===== src/rtl/sdram_arbiter.sv =====
// sdram_arbiter: shares the SDRAM controller between display burst reads and pixel word writes.
// Reads win when the FIFO runs low; otherwise contending requesters alternate.
module sdram_arbiter #(
  parameter int BURST_LEN   = 8,
  parameter int FRAME_WORDS = 384000,
  parameter int FIFO_DEPTH  = 1024,
  parameter int FIFO_AW     = 10,
  parameter int LOW_WATER   = 256,
  parameter int WR_MAX      = 8
) (
  input  logic               clk,
  input  logic               rst,
  input  logic               rd_enable,
  input  logic [FIFO_AW-1:0] fifo_used,
  output logic               fifo_wr_en,
  output logic [31:0]        fifo_wr_data,
  output logic               frame_ready,
  input  logic               wr_valid,
  input  logic [21:0]        wr_addr,
  input  logic [31:0]        wr_data,
  input  logic               wr_last,
  output logic               wr_ready,
  output logic [1:0]         ctrl_command,
  output logic [21:0]        ctrl_address,
  output logic [31:0]        ctrl_write_data,
  input  logic [31:0]        ctrl_read_data,
  input  logic               ctrl_read_valid,
  input  logic               ctrl_write_done,
  output logic               grant_rd
);
  typedef enum logic [1:0] {IDLE = 2'd0, WRITE = 2'd1, READ = 2'd2} state_t;
  localparam int UW = FIFO_AW + 1;
  localparam int BW = $clog2((BURST_LEN > WR_MAX ? BURST_LEN : WR_MAX) + 1);
  localparam logic [UW-1:0] RD_ROOM  = UW'(FIFO_DEPTH - BURST_LEN);
  localparam logic [UW-1:0] LOW      = UW'(LOW_WATER);
  localparam logic [BW-1:0] RD_LAST  = BW'(BURST_LEN - 1);
  localparam logic [BW-1:0] WR_LAST  = BW'(WR_MAX - 1);
  localparam logic [21:0]   ADDR_END = 22'(FRAME_WORDS - 1);
  state_t state, next;
  logic [21:0] rd_addr;
  logic [BW-1:0] beat;
  logic last_rd, wr_abort, rd_want, low, rd_beat, wr_done;
  always_comb begin
    rd_want = rd_enable && ({1'b0, fifo_used} <= RD_ROOM);
    low     = {1'b0, fifo_used} < LOW;
    rd_beat = (state == READ) && ctrl_read_valid;
    wr_done = (state == WRITE) && ctrl_write_done;
    next    = state;
    if (state == IDLE)
      next = (rd_want && (low || !wr_valid || !last_rd)) ? READ : wr_valid ? WRITE : IDLE;
    else if ((rd_beat && beat == RD_LAST) || (wr_done && (wr_last || beat == WR_LAST || wr_abort)))
      next = IDLE;
  end
  always_ff @(posedge clk or posedge rst) begin
    if (rst) begin
      state       <= IDLE;
      rd_addr     <= '0;
      beat        <= '0;
      last_rd     <= 1'b0;
      wr_abort    <= 1'b0;
      frame_ready <= 1'b0;
    end else begin
      state <= next;
      if (state == IDLE) begin
        beat     <= '0;
        wr_abort <= 1'b0;
        if (next != IDLE) last_rd <= (next == READ);
      end else if (rd_beat || wr_done) begin
        beat <= beat + 1'b1;
      end
      if (rd_beat) rd_addr <= (rd_addr == ADDR_END) ? '0 : rd_addr + 22'd1;
      if (rd_beat && beat == RD_LAST) frame_ready <= 1'b1;
      // a done with no word presented and no last marks the run as broken; leave on the next done
      if (wr_done && !wr_valid && !wr_last) wr_abort <= 1'b1;
    end
  end
  assign ctrl_command    = state;
  assign grant_rd        = (state == READ);
  assign fifo_wr_en      = rd_beat;
  assign fifo_wr_data    = ctrl_read_data;
  assign wr_ready        = wr_done;
  assign ctrl_address    = (state == WRITE) ? wr_addr : rd_addr;
  assign ctrl_write_data = wr_data;
endmodule


===== config.mk =====
export PLATFORM = sky130hd
export DESIGN_NAME = sdram_arbiter
export DESIGN_NICKNAME = d
export VERILOG_FILES = /design/src/rtl/sdram_arbiter.sv
export SDC_FILE = /design/constraint.sdc
export NUM_CORES = 1
export LEC_CHECK = 0
export BUFFER_PORTS_ARGS = -buffer_cell sky130_fd_sc_hd__buf_2
export CAP_MARGIN = 10
export CORE_UTILIZATION = 25
export CTS_BUF_LIST = sky130_fd_sc_hd__clkbuf_16
export DETAILED_ROUTE_END_ITERATION = 12
export GPL_TIMING_DRIVEN = 1
export PLACE_DENSITY = 0.58
export SYNTH_ARGS = -nofsm -noshare
export SYNTH_HDL_FRONTEND = slang
export SYNTH_SLANG_ARGS = --single-unit

===== constraint.sdc =====
create_clock -name clk -period 3.84 [get_ports clk]
set_input_delay 0 -clock clk [delete_from_list [all_inputs] [get_ports clk]]
set_output_delay 0 -clock clk [all_outputs]
set_load 0.01 [all_outputs]

Yosys cells after proc, flatten, opt, wreduce, memory -nomap -nowiden
Cells that the tools add are included.
{ "totals": {"regBits": 31, "input_bits": 103} }
{ "classes": {"add_sub_neg": 2, "n_lt_le_gt_ge": 2, "n_eq_ne": 5, "n_mux": 10, "n_reduce_logical": 22} }
{ "op_table": {"columns": ["op", "count"], "rows": [
  ["two-way mux 22 bit", 2],
  ["adder 22 x 1 -> 22 bit, second input constant", 1],
  ["== test 22 x 19 -> 1 bit, second input constant", 1],
  ["<= comparator 10 bit, second input constant", 1],
  ["< comparator 10 x 9 -> 1 bit, second input constant", 1],
  ["logical AND 1 bit", 8],
  ["two-way mux 4 bit", 2],
  ["logical OR 1 bit", 6],
  ["two-way mux 2 bit", 3],
  ["nonzero test 2 bit", 3],
  ["adder 4 x 1 -> 4 bit, second input constant", 1],
  ["== test 2 bit, second input constant", 2],
  ["== test 4 x 3 -> 1 bit, second input constant", 1],
  ["logical NOT 1 bit", 3],
  ["two-way mux 1 bit", 3],
  ["== test 2 x 1 -> 1 bit, second input constant", 1],
  ["logical NOT 2 bit", 1],
  ["AND reduction 2 bit", 1]
]} }

Longest topological paths before layout
{ "logic_depth": {"ltp_word": 9, "ltp_mapped": 6} }

Worst setup path before layout
Ideal clock, no wire load.
{ "synth_timing": {"path_kind": "reg-to-reg", "from": "reg rd_addr[0]", "to": "reg rd_addr[18]", "arrival_ns": 1.820, "t_required_ns": 3.757, "slack_ns": 1.937, "stages_incl_launch_ff": 6, "path_buffers": 0, "period_less_slack_ns": 1.903, "path_cell_list": "dfrtp_1 > ha_1 > nand4b_4 > or4_4 > or4b_1 > o21ai_0"} }
{ "synth_via": {"elab_chain_cells": 2} }
{ "synth_lines": {"columns": ["element", "line_no", "text"], "rows": [
  ["start: declaration", "40", "logic [21:0] rd_addr;"],
  ["start signal: assignment", "71", "if (rd_beat) rd_addr <= (rd_addr == ADDR_END) ? '0 : rd_addr + 22'd1;"],
  ["adder 22 x 1 -> 22 bit or == test 22 x 19 -> 1 bit (tied branches)", "71", null],
  ["two-way mux 22 bit (*)", "71", null]
]} }
Every way passes the cells marked *; elsewhere a longest branch is shown, timed or not.
A chain may end at the register's enable or synchronous reset.

Worst setup path after layout
{ "layout_timing": {"from": "reg rd_addr[1]", "to": "reg rd_addr[18]"} }
Same word-level chain as after synthesis.

==> impl_metrics.env <==
export IMPL_die_area_mm2=0.01004
export IMPL_start_util_pct=25.96
export IMPL_port_buffers=66
export IMPL_cts_root_buffer="clkbuf_16"
export IMPL_drt_met1_wl_um=2359
export IMPL_powerDensity_mw_per_mm2=529.8
export IMPL_slew_viol_final=0
export IMPL_utilization_pct=27.26
export IMPL_synth_most_common_cell="buf_4"
export IMPL_maxCapViolCount=0
export IMPL_critPathLaunchType="flop"
export IMPL_finClkSkew_ns=0.003848
export IMPL_dieWidth_um=100.2
export IMPL_post_place_ws_ns=1.708
export IMPL_synth_ff_type="dfrtp_1"
export IMPL_cts_tree="yes"
export IMPL_io_pins=195
export IMPL_drive_gt1_share_pct=36.67
export IMPL_clock_fmax_mhz=468.9
export IMPL_top_layer_used="met4"
export IMPL_placed_cell_area_mm2=0.002385
export IMPL_final_cell_area_mm2=0.002531
export IMPL_r2r_cells=5
export IMPL_synth_edf_count=0
export IMPL_dp_hpwl_um=3936
export IMPL_synth_async_reset_ratio_pct=100.0
export IMPL_timing_final_crit_period_ns=2.133
export IMPL_fin_nets=374
export IMPL_wl_met2_um=2392
export IMPL_final_cells=399
export IMPL_first_iter_violations=124
export IMPL_detail_route_antenna_nets=0
export IMPL_place_inst=390
export IMPL_hold_viol_final=0
export IMPL_rows=35
export IMPL_grt_antenna_before_repair=0
export IMPL_diodes=0
export IMPL_clockBufferDepth=2
export IMPL_p_sw_share_pct=34.88
export IMPL_synth_area_top_cells="dfrtp_1 32%, buf_4 20%, mux2_2 8.4%"
export IMPL_ys_warn_count=0
export IMPL_power_frac_seq_pct=37.1
export IMPL_wirelength_um=5266
export IMPL_yosys_area_top_type="dfrtp_1"
export IMPL_numCtsBuffers=5
export IMPL_fin_crit_sh_pct=55.54
export IMPL_grt_pass1_vias=1780
export IMPL_status="complete, no violations"
export IMPL_worst_ep_required_time_ns=4.03
export IMPL_setup_viol=0
export IMPL_wire_per_inst_um=13.20
export IMPL_ys_types=48
export IMPL_drt_pass1_iter_count=4
export IMPL_holdCritPathClass="in2out"
export IMPL_cpPeakStageDelay_ns=0.63
export IMPL_area_delta_synth_final_pct=5.036
export IMPL_path_clk_slew_ns=0.05
export IMPL_vias_per_cell=4.489
export IMPL_switching_power_uw=467.8
export IMPL_ctsResizeCount=0
export IMPL_htreeDepth=2
export IMPL_worst_slack_ns=1.707
export IMPL_wl_met3_um=312
export IMPL_grt_overflow=0
export IMPL_p_leak_nw=1.200
export IMPL_synth_area_mm2=0.002410
export IMPL_synth_seq_area_share_pct=32.19
export IMPL_worstSetupPathType="reg2reg"
export IMPL_yosys_top_cells_count="65 x buf_4, 31 x dfrtp_1, 20 x nand2_1"
export IMPL_grt_usage_pct=11.01
export IMPL_critical_path_buf_inv_count=0
export IMPL_p_int_uw=873.2
export IMPL_cp_slowest_cell="or4_4"
export IMPL_hold_depth=0
export IMPL_crit_fanout=12
export IMPL_globalplace_congestion=0.8053
export IMPL_maxSlewHeadroom_pct=70.54
export IMPL_cp_cell_sequence="ha_1 -> nand4b_4 -> or4_4 -> or4b_1 -> o21ai_0"
export IMPL_synth_nets=371
export IMPL_crit_cells=5
export IMPL_crit_family="simple AND/OR/NAND/NOR gates"
export IMPL_cts_sinks=31
export IMPL_num_vias=1791
export IMPL_dieHeight_um=100.2
export IMPL_synth_top_area_share_pct=32.19
export IMPL_irDropWorstVdd_uv=167.5
export IMPL_syn_instance_count=266
export IMPL_drc=0
export IMPL_clkLatencyLatePin_ns=0.27
export IMPL_totalNegativeSetupSlack_ns=0
export IMPL_syn_avg_cell_area_um2=9.059
export IMPL_tightest_slew_ns=0.4419
export IMPL_p_comb_share_pct=35.7
export IMPL_grt_start_max_net_pins=32
export IMPL_rsz0062_at_grt="no"
export IMPL_grt_pass1_wl_um=8652
export IMPL_end_kind="flop"
export IMPL_core_area_mm2=0.009284
export IMPL_clockPowerShare_pct=27.2
export IMPL_arrival_ns=2.32
export IMPL_synth_seq_cells=31
==> power groups by stage <==
| stage | logic, mW | registers, mW | clock network (mW) |
|---|---|---|---|
| after floorplan | 0.428 | 0.465 | 0 |
| final | 0.479 | 0.497 | 0.365 |
| after detailed placement | 0.487 | 0.499 | 0 |
| after global routing | 0.535 | 0.515 | 0.397 |
| after global placement | 0.486 | 0.496 | 0 |
| after CTS | 0.487 | 0.496 | 0.375 |
==> cell type report <==
type	count	area, µm²
Fill cell	1022	6753
Multi-Input combinational cell	151	1061
Sequential cell	31	775.7
Timing Repair Buffer	69	355.3
Tap cell	129	161.4
Clock buffer	5	125.1
Inverter	11	41.29
Clock inverter	3	11.26
==> layer usage <==
metal / track usage, % / vias to the layer above
met4: 7.246 / 0
met2: 16.86 / 55
li1: - / 874
met5: 0 / -
met1: 13.78 / 832
met3: 2.646 / 30
==> worst register-to-register path: cells and delay by family, from the launching register on <==
kind	cells	cell delay, ns
flops	1	0.42
simple gates	3	1.29
compound gates	1	0.08
fa+ha+maj	1	0.26
==> cells in the final DEF (no fill, tap or decap), types with 2 or more instances in the layout <==
cell type and n:
and4_1 2, xor2_1 7, o22ai_1 3, a31oi_1 4, a21o_1 2, buf_4 2, dfrtp_1 31, nand2_1 20
ha_1 2, nor4_1 6, or3_1 2, o21ai_0 12, nand4_1 6, nor3_1 2, xnor2_1 5, inv_1 11
a22o_1 3, clkinv_1 3, nor2_1 14, and3_1 2, buf_2 66, mux2_2 18, nand2b_1 3, nand3_1 7
a21oi_1 9, or2_2 3, clkbuf_16 5
==> cells by family after synthesis <==
family	share of synthesized area [%]
AO/OA/AOI/OAI	10.38
XOR/XNOR	4.361
adder cells (fa/ha/maj)	1.038
buffers and inverters	23.88
flip-flops	32.19
multiplexers	8.826
AND/OR/NAND/NOR	19.32
==> state kept, by name (all words and copies together) (netlist names) <==
register and count:
last_rd 1, beat 4, ctrl_command 2, wr_abort 1
rd_addr 22, frame_ready 1
==> path summary, 6_finish.rpt <==
check / start / end / slack (ns)
max: rd_addr[1] / rd_addr[18] / 1.71
min: ctrl_read_data[14] / fifo_wr_data[14] / 0.000004
max reg2reg: rd_addr[1] / rd_addr[18] / 1.71
min reg2reg: frame_ready / frame_ready / 0.45
max in group asynchronous: rst / rd_addr[13] / 3.18
min in group asynchronous: rst / rd_addr[15] / 0.36
==> what timing repair did <==
item,CTS,global route
hold endpoints to repair,31,0
setup buffers,0,0
hold buffers,1,0
==> metrics by stage <==
stage,total power [mW],hold WS [ns]
CTS,1.358,0.00006862
detailed placement,0.9860,0.00006862
global placement,0.9817,0.00006862
finish,1.341,0.000003915
floorplan,0.8932,0.09177
global route,1.446,0.00001504
No activity file was read; power rests on OpenSTA's default activity.
